==> config.mk <==
export PLATFORM = sky130hd
export DESIGN_NAME = pipeline_hazard_controller
export DESIGN_NICKNAME = d
export VERILOG_FILES = /design/src/rtl/pipeline_hazard_controller_pkg.sv /design/src/rtl/pipeline_hazard_controller_forwarding_unit.sv /design/src/rtl/pipeline_hazard_controller.sv
export SDC_FILE = /design/constraint.sdc
export NUM_CORES = 1
export LEC_CHECK = 0
export ABC_AREA = 1
export BUFFER_PORTS_ARGS = -buffer_cell sky130_fd_sc_hd__buf_4
export CELL_PAD_IN_SITES_DETAIL_PLACEMENT = 0
export CELL_PAD_IN_SITES_GLOBAL_PLACEMENT = 1
export CORE_MARGIN = 3
export CORE_UTILIZATION = 36
export CTS_BUF_LIST = sky130_fd_sc_hd__clkbuf_4 sky130_fd_sc_hd__clkbuf_8
export DETAILED_ROUTE_END_ITERATION = 10
export PLACE_DENSITY = 0.89
export SYNTH_ARGS = -nofsm -noshare
export SYNTH_HDL_FRONTEND = slang
export SYNTH_SLANG_ARGS = --single-unit
==> constraint.sdc <==
create_clock -name clk -period 2.15 [get_ports clk]
set_clock_uncertainty 0.2 [all_clocks]
set_input_delay 0.3225 -clock clk [delete_from_list [all_inputs] [get_ports clk]]
set_output_delay 0.3225 -clock clk [all_outputs]
set_load 0.1 [all_outputs]
==> src/rtl/pipeline_hazard_controller_pkg.sv <==
// Shared types and constants for the pipeline hazard controller and its forwarding units.
package pipeline_hazard_controller_pkg;

    localparam int REG_W = 3;
    localparam logic [REG_W-1:0] ZERO_REG = '0;

    typedef enum logic {
        RUN      = 1'b0,
        MEM_WAIT = 1'b1
    } ctrlStateT;

    typedef enum logic [1:0] {
        FWD_RF    = 2'b00,
        FWD_EXMEM = 2'b01,
        FWD_MEMWB = 2'b10
    } fwdSelT;

endpackage

==> src/rtl/pipeline_hazard_controller_forwarding_unit.sv <==
// Operand-forwarding select for one EX source operand; the younger EX/MEM result wins over MEM/WB.
module forwarding_unit
    import pipeline_hazard_controller_pkg::*;
(
    input  logic [REG_W-1:0] exRs,
    input  logic [REG_W-1:0] memDest,
    input  logic             memRegWrite,
    input  logic [REG_W-1:0] wbDest,
    input  logic             wbRegWrite,
    output fwdSelT           fwdSel
);

    always_comb begin
        fwdSel = FWD_RF;
        if (memRegWrite && (memDest != ZERO_REG) && (memDest == exRs)) begin
            fwdSel = FWD_EXMEM;
        end else if (wbRegWrite && (wbDest != ZERO_REG) && (wbDest == exRs)) begin
            fwdSel = FWD_MEMWB;
        end
    end

endmodule

==> src/rtl/pipeline_hazard_controller.sv <==
// Enables, flushes and forwarding selects for the 5-stage pipeline, with memory-wait
// timeout detection and a saturating stall-cycle counter.
module pipeline_hazard_controller
    import pipeline_hazard_controller_pkg::*;
#(
    parameter int MEM_TIMEOUT = 15,
    parameter int CNT_W       = 16
)
(
    input  logic             clk,
    input  logic             rst,
    input  logic [REG_W-1:0] idRs1,
    input  logic [REG_W-1:0] idRs2,
    input  logic             idUsesRs1,
    input  logic             idUsesRs2,
    input  logic [REG_W-1:0] exRs1,
    input  logic [REG_W-1:0] exRs2,
    input  logic [REG_W-1:0] exDest,
    input  logic             exRegWrite,
    input  logic             exLoad,
    input  logic             branchTaken,
    input  logic [REG_W-1:0] memDest,
    input  logic             memRegWrite,
    input  logic             memReq,
    input  logic             memReady,
    input  logic [REG_W-1:0] wbDest,
    input  logic             wbRegWrite,
    output logic             pcEn,
    output logic             ifidEn,
    output logic             idexEn,
    output logic             exmemEn,
    output logic             memwbEn,
    output logic             ifidFlush,
    output logic             idexFlush,
    output logic             memwbFlush,
    output logic [1:0]       forwardA,
    output logic [1:0]       forwardB,
    output logic             memError,
    output logic [CNT_W-1:0] stallCount
);

    localparam logic [7:0]       WAIT_LIMIT = 8'(MEM_TIMEOUT);
    localparam logic [CNT_W-1:0] CNT_MAX    = '1;
    localparam logic [CNT_W-1:0] CNT_ONE    = CNT_W'(1);

    ctrlStateT  state;
    logic [7:0] waitCnt;
    fwdSelT     liveA, liveB, heldA, heldB;
    logic       inWait, loadUse, timeoutHit;

    forwarding_unit fwdUnitA (
        .exRs        (exRs1),
        .memDest     (memDest),
        .memRegWrite (memRegWrite),
        .wbDest      (wbDest),
        .wbRegWrite  (wbRegWrite),
        .fwdSel      (liveA)
    );

    forwarding_unit fwdUnitB (
        .exRs        (exRs2),
        .memDest     (memDest),
        .memRegWrite (memRegWrite),
        .wbDest      (wbDest),
        .wbRegWrite  (wbRegWrite),
        .fwdSel      (liveB)
    );

    // While reset is asserted the outputs behave as if the controller were in RUN.
    assign inWait     = (state == MEM_WAIT) && rst;
    assign timeoutHit = inWait && !memReady && (waitCnt >= WAIT_LIMIT);
    assign loadUse    = exLoad && exRegWrite && (exDest != ZERO_REG) &&
                        ((idUsesRs1 && (idRs1 == exDest)) || (idUsesRs2 && (idRs2 == exDest)));

    // EX operands are frozen during a memory wait, so keep the selects chosen when it began.
    assign forwardA = inWait ? heldA : liveA;
    assign forwardB = inWait ? heldB : liveB;

    always_comb begin
        pcEn       = 1'b1;
        ifidEn     = 1'b1;
        idexEn     = 1'b1;
        exmemEn    = 1'b1;
        memwbEn    = 1'b1;
        ifidFlush  = 1'b0;
        idexFlush  = 1'b0;
        memwbFlush = 1'b0;
        if (inWait) begin
            if (!memReady && !timeoutHit) begin
                pcEn       = 1'b0;
                ifidEn     = 1'b0;
                idexEn     = 1'b0;
                exmemEn    = 1'b0;
                memwbFlush = 1'b1;
            end
        end else if (memReq && !memReady) begin
            pcEn       = 1'b0;
            ifidEn     = 1'b0;
            idexEn     = 1'b0;
            exmemEn    = 1'b0;
            memwbFlush = 1'b1;
        end else if (branchTaken) begin
            ifidFlush = 1'b1;
            idexFlush = 1'b1;
        end else if (loadUse) begin
            pcEn      = 1'b0;
            ifidEn    = 1'b0;
            idexFlush = 1'b1;
        end
    end

    always_ff @(posedge clk) begin
        if (!rst) begin
            state      <= RUN;
            waitCnt    <= '0;
            memError   <= 1'b0;
            stallCount <= '0;
            heldA      <= FWD_RF;
            heldB      <= FWD_RF;
        end else begin
            if (!pcEn && (stallCount != CNT_MAX)) begin
                stallCount <= stallCount + CNT_ONE;
            end
            if (state == RUN) begin
                heldA <= liveA;
                heldB <= liveB;
            end
            case (state)
                RUN: begin
                    if (memReq && !memReady) begin
                        state   <= MEM_WAIT;
                        waitCnt <= 8'd1;
                    end
                end
                MEM_WAIT: begin
                    if (memReady || timeoutHit) begin
                        state   <= RUN;
                        waitCnt <= '0;
                        if (timeoutHit) begin
                            memError <= 1'b1;
                        end
                    end else begin
                        waitCnt <= waitCnt + 8'd1;
                    end
                end
                default: state <= RUN;
            endcase
        end
    end

endmodule

==> results by group, run 1 <==
STA
  – Final period util: 97.75%
  – Min Tclk post-route: 2.102 ns
  – Fin. max-slew vios: 0
  – Hold Fails Final Rpt: 0
  – Final setup vio count: 0
  – RSZ-0062 raised after global routing: yes
  – Fmax achieved: 0.4758 GHz
  – Fin worst setup slack: 0.04848 ns

Worst hold path
  – Worst Hold End: stallCount[0]$_SDFFE_PN0P_
  – Hold Path Depth: 3
  – Worst Hold Launch: rst
  – Hold Path Class: in -> reg

Synth
  – Synth area leader: dfxtp_1
  – Post-synth top cells: 85 x nand2_1, 34 x nor2_1, 33 x inv_1, 30 x dfxtp_1, 21 x a21oi_1
  – Post-synth EDFFs: 0
  – Avg Cell Area, Syn: 6.541 um2
  – Count leader, synth: nand2_1
  – Net count after synthesis: 341
  – FFs w/ async S/R, synth: 0%
  – Share of the synthesized area in the top cell type: 29.91%
  – Count of cell types in the netlist: 32
  – Seq/Total Area, Yosys: 29.91%
  – Dominant synthesized flop cell: dfxtp_1
  – Post-synthesis cell area: 2008 um2
  – Seq cells post-synth: 30
  – Syn. warnings: 0
  – Largest cells by area after synthesis: dfxtp_1 30%, nand2_1 16%, nor2_1 6.4%
  – Mapped Cells: 307

Final layout
  – Layout cells sized above 1: 31.00%
  – Final non-filler cell total: 441
  – Ant. Diodes: 0
  – # fillers: 516
  – Syn-to-layout area delta: 39.88%
  – Layout Nets: 405

Global routing
  – Vias in the first global route: 1987
  – Largest net degree at the start of global routing: 17
  – Congestion Overflow GR: 0
  – GRT Total Usage: 16.58%
  – First-pass GRT wire length: 8631 um
  – Antenna violations before repair: 0

Detailed routing
  – Wire per inst: 11.66 um
  – Routed Antenna Nets: 0
  – Wirelength, routed: 5143 um
  – DR iter-0 viols: 59
  – Remaining DRCs: 0
  – Number of detailed-route iterations in the first pass: 4
  – Via count: 2111
  – DR vias/cell: 4.787

Placement
  – RD Place Congestion: 0.8123
  – Port Buffers: 59
  – Placed cells: 431
  – Setup WS pre-CTS: 0.1171 ns
  – Detailed Place HPWL: 3869 um

Clocking
  – Worst-path clk slew: 0.07 ns
  – Clk sinks: 30
  – H-Tree Depth: 2
  – Clock Path Buffers: 2
  – Root Buffer: clkbuf_8
  – CTS Buf Count: 5
  – TritonCTS clock tree: built
  – Worst-Skew Late Latency: 0.28 ns

Critical path
  – CP cell instances: ha_4 -> nand2_4 -> nor2_4 -> nor2_4 -> a21oi_4 -> nor2_4 -> clkinvlp_4 -> buf_12
  – Setup crit end kind: output pin
  – Critical path arrival: 1.58 ns
  – CP most frequent cell: nor2_4
  – Slowest-stage cell, CP: dfxtp_4
  – Max stage delay on crit path: 0.36 ns
  – Crit Path Class: reg -> out
  – Worst Reg-to-Reg Cells: 8
  – Worst Path Required: 1.63 ns
  – Worst Path Buf+Inv: 2
  – Worst r2r src: stallCount[6]$_SDFFE_PN0P_
  – CP startpoint kind: register
  – Top delay family on crit path: flip-flops
  – Reg2Reg Setup Slack: 0.23 ns
  – CP max FO: 4
  – FF-to-FF End: stallCount[2]$_SDFFE_PN0P_

Floorplan
  – Vert. Die Dim: 80.69 um
  – FP Rows: 26
  – Initial Util: 38.34%
  – Die area: 6510 um2
  – Die X: 80.69 um
  – CORE AREA: 5238 um2
  – Num ports: 61

Power
  – Worst vdd ir: 0.2821 mV
  – Leak pwr: 1.192 nW
  – Total Power: 1.400 mW
  – Pwr Density: 498.3 nW/um2

Run status
  – Status: complete, no violations

Job
  – Maxcap violations: 0
[where the power goes]
part	switching [mW]	internal [mW]
clock	0.206	0.217
sequential	0.00820	0.564
combinational	0.270	0.135
total	0.484	0.916
[cells in the final DEF (no fill, tap or decap), types with 2 or more instances in the layout]
| cell | synthesis | final |
|---|---|---|
| clkinv_2 | 0 | 2 |
| nand4_1 | 20 | 20 |
| nand3_4 | 2 | 2 |
| nor2_1 | 34 | 31 |
| clkinvlp_4 | 0 | 2 |
| o21ai_0 | 15 | 11 |
| nor2_4 | 2 | 6 |
| dfxtp_4 | 0 | 2 |
| nand2_2 | 4 | 4 |
| xnor2_1 | 11 | 11 |
| dfxtp_2 | 0 | 15 |
| nand3_1 | 8 | 8 |
| o21ai_2 | 0 | 2 |
| o21a_1 | 2 | 2 |
| buf_4 | 4 | 60 |
| inv_1 | 33 | 31 |
| o21ai_4 | 0 | 2 |
| clkbuf_8 | 0 | 5 |
| nor3_1 | 4 | 4 |
| nand2_1 | 85 | 83 |
| a21oi_1 | 21 | 20 |
| buf_6 | 1 | 2 |
| dfxtp_1 | 30 | 13 |
| xor2_1 | 11 | 11 |
| a21oi_2 | 2 | 2 |
| buf_12 | 0 | 4 |
| and2_1 | 2 | 2 |
[worst max-delay path by stage]
stage	startpoint	endpoint	slack [ns]	cells after the start
finish	waitCnt[0]$_SDFFE_PN0P_	idexEn	0.05	8
global route	waitCnt[1]$_SDFFE_PN0P_	exmemEn	-0.02	8
CTS	waitCnt[1]$_SDFFE_PN0P_	idexEn	0.004	8
detailed placement	waitCnt[0]$_SDFFE_PN0P_	ifidEn	0.12	8
global placement	waitCnt[0]$_SDFFE_PN0P_	ifidEn	0.14	8
floorplan	waitCnt[1]$_SDFFE_PN0P_	idexEn	-0.78	8
[registers in the layout, indices dropped and copies added (netlist names)]
name / count
heldA: 2
state: 1
waitCnt: 8
memError: 1
stallCount: 16
heldB: 2
[metrics by stage]
stage / util, % / area (um2) / hold slack, ns / TNS (ns)
6_report: 53.63 / 2809 / 0.1207 / 0
5_1_grt: 53.63 / 2809 / 0.1169 / -0.03204
4_1_cts: 52.70 / 2760 / 0.1114 / 0
3_5_place_dp: 49.76 / 2606 / 0.2595 / 0
3_3_place_gp: 49.76 / 2606 / 0.2507 / 0
2_1_floorplan: - / 2116 / 0.2356 / -1.480
[logic make-up (layout without fill, tap and decap cells)]
| kind of cell | count (synthesis) | after routing | share of synthesized area (%) |
|---|---|---|---|
| flops | 30 | 30 | 29.91 |
| buf+inv | 42 | 106 | 9.034 |
| fa+ha+maj | 2 | 2 | 1.246 |
| simple gates | 165 | 165 | 37.63 |
| xor+xnor | 22 | 22 | 9.595 |
| compound gates | 45 | 45 | 12.40 |
| other cells | 1 | 1 | 0.1867 |
[tightest hold or removal path, cell delays in order]
cell and delay (ns):
buf_4 0.15, nand2_1 0.07, nor2_1 0.03
[per-layer routing]
| layer | vias to the layer above | GRT usage [%] | wire, um |
|---|---|---|---|
| met1 | 924 | 21.23 | 2449 |
| met2 | 60 | 27.57 | 2314 |
| met3 | 2 | 4.036 | 352 |
| met4 | 0 | 4.561 | 27 |
| li1 | 1125 | - | - |
| met5 | - | 0 | 0 |
[what timing repair did]
action                     in CTS  in global routing
hold buffers                    0                  0
setup endpoints to repair       9                  9
gates cloned                    0                  0
gates resized for setup        16                  8
setup buffers                   1                  2
pin swaps                       2                  2
[cell type report]
type,instances,area (um2),share of cell area (%)
repair buffers,66,553.0,19.69
well taps,70,87.58,3.118
clock inverters,2,10.01,0.3563
inverters,33,131.4,4.677
clock buffers,5,68.82,2.450
flip-flops and latches,30,626.9,22.32
multi-input cells,235,1331,47.39
Note: power is estimated with default switching activity, not from simulation.
==> inputs of run 2 (changes only) <==
Settings changed: CORE_ASPECT_RATIO set to 0.7, CORE_UTILIZATION 36 to 39, PLACE_DENSITY 0.89 to 0.95.
Clock period 2.15 ns to 2.5 ns, I/O delays scaled along.
==> run 2 against run 1 <==
Count of clock-buffer cells in the layout increased by 1. Final cell count decreased by 1.4%. Critical endpoint is now pcEn. Design area decreased by 4.9%. Register-to-register slack improved by 0.32 ns. Setup slack improved by 0.086 ns. Critical path depth unchanged. Utilization increased by 1.3 points. Non-clock buffer count decreased by 5. Sequential share of layout area increased by 0.21 points. Routed wire length decreased by 0.66%. Global-route usage increased by 1.2 points. Critical path type unchanged. Die area decreased by 6.9%.
==> results by group, run 2 (synthesis gave the netlist of run 1 again) <==
Floorplan
  – FP Rows: 21 (was 26)
  – Vert. Die Dim: 66.04 um (was 80.69 um)
  – Die area: 6060 um2 (was 6510 um2)
  – Initial Util: 41.31% (was 38.34%)
  – Die X: 91.77 um (was 80.69 um)
  – Num ports: 61 (unchanged)
  – CORE AREA: 4861 um2 (was 5238 um2)

STA
  – Min Tclk post-route: 2.366 ns
  – RSZ-0062 raised after global routing: no (was yes)
  – Worst-margin pin slew: 0.6915 ns
  – Hold Fails Final Rpt: 0 (unchanged)
  – Slew HR: 53.85%
  – Fmax achieved: 0.4227 GHz
  – Final setup vio count: 0 (unchanged)
  – Final period util: 94.62%
  – Fin. max-slew vios: 0 (unchanged)

Critical path
  – Worst Path Buf+Inv: 1 (was 2)
  – Top delay family on crit path: simple AND/OR/NAND/NOR gates (was flip-flops)
  – CP startpoint kind: register (unchanged)
  – Worst Reg-to-Reg Cells: 9 (was 8)
  – Max stage delay on crit path: 0.33 ns (was 0.36 ns)
  – Setup crit end: pcEn (was idexEn)
  – Critical path arrival: 1.79 ns (was 1.58 ns)
  – Worst r2r src: waitCnt[1]$_SDFFE_PN0P_ (was stallCount[6]$_SDFFE_PN0P_)
  – FF-to-FF End: stallCount[2]$_SDFFE_PN0P_ (unchanged)
  – Crit Path Class: reg -> out (unchanged)
  – Number of cells on the critical path: 8 (unchanged)
  – Worst Path Required: 1.92 ns (was 1.63 ns)
  – Crit path from: waitCnt[1]$_SDFFE_PN0P_ (was waitCnt[0]$_SDFFE_PN0P_)
  – Reg2Reg Setup Slack: 0.55 ns (was 0.23 ns)
  – CP cell instances: ha_2 -> nand2_2 -> nor2_2 -> nor2_2 -> a21oi_4 -> nor2_4 -> nand2_2 -> buf_6 (was ha_4 -> nand2_4 -> nor2_4 -> nor2_4 -> a21oi_4 -> nor2_4 -> clkinvlp_4 -> buf_12)
  – Setup crit end kind: output pin (unchanged)
  – CP max FO: 11 (was 4)
  – Slowest-stage cell, CP: dfxtp_2 (was dfxtp_4)

Final layout
  – Leading cell type in the layout, fill and taps excluded: nand2_1 (unchanged)
  – Reg with most FFs: stallCount (unchanged)
  – Layout cells sized above 1: 25.41% (was 31.00%)
  – Final non-filler cell total: 435 (was 441)
  – Syn-to-layout area delta: 33.02% (was 39.88%)
  – Biggest regs: stallCount: 16 flops, waitCnt: 8 flops (unchanged)
  – Most frequent cells in the layout: 83 x nand2_1, 59 x buf_4, 32 x inv_1 (was 83 x nand2_1, 60 x buf_4, 31 x inv_1, 31 x nor2_1)
  – Multi-input combinational cell area: 1277 um2 (was 1331 um2)
  – Layout Nets: 400 (was 405)
  – # fillers: 486 (was 516)
  – Seq. cell area: 601.8 um2 (was 626.9 um2)
  – Final design utilization: 54.96% (was 53.63%)
  – Ant. Diodes: 0 (unchanged)
  – Max reg flops: 16 (unchanged)

Clocking
  – Worst-path clk slew: 0.06 ns (was 0.07 ns)
  – Clock Path Buffers: 2 (unchanged)
  – H-Tree Depth: 2 (unchanged)
  – TritonCTS clock tree: built (unchanged)
  – Worst-Skew Late Latency: 0.28 ns (about the same)
  – Clk sinks: 30 (unchanged)
  – CTS Buf Count: 5 (unchanged)
  – Root Buffer: clkbuf_8 (unchanged)

Global routing
  – Congestion Overflow GR: 0 (unchanged)
  – Met3 Usage GRT: 4.778% (was 4.036%)
  – Antenna violations before repair: 0 (unchanged)
  – First-pass GRT wire length: 8721 um (was 8631 um)
  – Routing usage on met2: 27.12% (was 27.57%)
  – GRT Total Usage: 17.76% (was 16.58%)
  – Largest net degree at the start of global routing: 21 (was 17)
  – Met1 Track Usage GR: 24.67% (was 21.23%)
  – GR peak layer: met2 (unchanged)
  – Vias in the first global route: 1895 (was 1987)

Power
  – Worst vdd ir: 0.2382 mV (was 0.2821 mV)
  – Leak pwr: 1.140 nW (was 1.192 nW)
  – Pwr Density: 488.4 nW/um2 (was 498.3 nW/um2)
  – Total Power: 1.305 mW (was 1.400 mW)

Job
  – Maxcap violations: 0 (unchanged)

Detailed routing
  – Wirelength, routed: 5109 um (was 5143 um)
  – DR vias/cell: 4.784 (was 4.787)
  – Routed Antenna Nets: 0 (unchanged)
  – DR iter-0 viols: 102 (was 59)
  – Wire per inst: 11.74 um (was 11.66 um)
  – Via count: 2081 (was 2111)
  – Number of detailed-route iterations in the first pass: 4 (unchanged)
  – Remaining DRCs: 0 (unchanged)

Placement
  – Port Buffers: 59 (unchanged)
  – RD Place Congestion: 0.8433 (was 0.8123)
  – Detailed Place HPWL: 4034 um (was 3869 um)
  – Placed cells: 428 (was 431)

Worst hold path
  – Hold Path Class: in -> reg (unchanged)

Run status
  – Status: complete, no violations (unchanged)
## run 2: cell count changes in the layout (fill, tap and decap cells not counted), moves of 2 or more
cell / previous run / this run
buf_12: 4 / 0
dfxtp_4: 2 / 0
dfxtp_1: 13 / 29
nand2_2: 4 / 6
dfxtp_2: 15 / 1
nor2_4: 6 / 4
nor2_2: 0 / 2
o21ai_4: 2 / 0
o21ai_2: 2 / 4
clkinv_2: 2 / 0
## run 2: power breakdown
| group | total (mW) | leakage (nW) | switching (mW) | internal, mW |
|---|---|---|---|---|
| Sequential | 0.492 | 0.243 | 0.00699 | 0.485 |
| Clock | 0.494 | 0.0573 | 0.176 | 0.318 |
| Combinational | 0.318 | 0.840 | 0.223 | 0.0949 |
## run 2: final cells by class
cell class | count | area share [%]
inverter | 33 | 4.778
clock buffer | 6 | 3.091
tap | 69 | 3.232
sequential | 30 | 22.53
timing repair buffer | 61 | 17.42
multi-input combinational | 235 | 47.82
clock inverter | 1 | 1.124
## run 2: metal layers
layer	share of wire [%]	wire, um
met1	50	2573
met2	43	2179
met3	6.0	309
met4	0.90	46
met5	0	0
## run 2: stage by stage
step	hold WS (ns)	area [um2]	setup slack, ns	setup TNS, ns
global route	0.1767	2671	0.006097	0
global placement	0.2537	2544	0.3987	0
floorplan	0.2399	2069	-0.4820	-0.9154
detailed placement	0.2654	2544	0.3598	0
CTS	0.1799	2656	0.02741	0
finish	0.1806	2671	0.1345	0
## run 2: what timing repair did
action	4_1_cts	5_1_grt
resized for setup	0	3
hold buffers	0	0
buffers inserted	0	0
endpoints found under the setup margin	0	4
## run 2: worst min-delay path by stage
stage,startpoint,end,slack (ns),cells after the start
after floorplan,heldA[0]$_SDFFE_PN0N_,heldA[0]$_SDFFE_PN0N_,0.24,2
after global placement,heldA[1]$_SDFFE_PN0N_,heldA[1]$_SDFFE_PN0N_,0.25,2
after detailed placement,heldB[1]$_SDFFE_PN0N_,heldB[1]$_SDFFE_PN0N_,0.27,2
after CTS,rst,memError$_SDFFE_PN0P_,0.18,2
after global routing,rst,memError$_SDFFE_PN0P_,0.18,2
final,rst,memError$_SDFFE_PN0P_,0.18,2
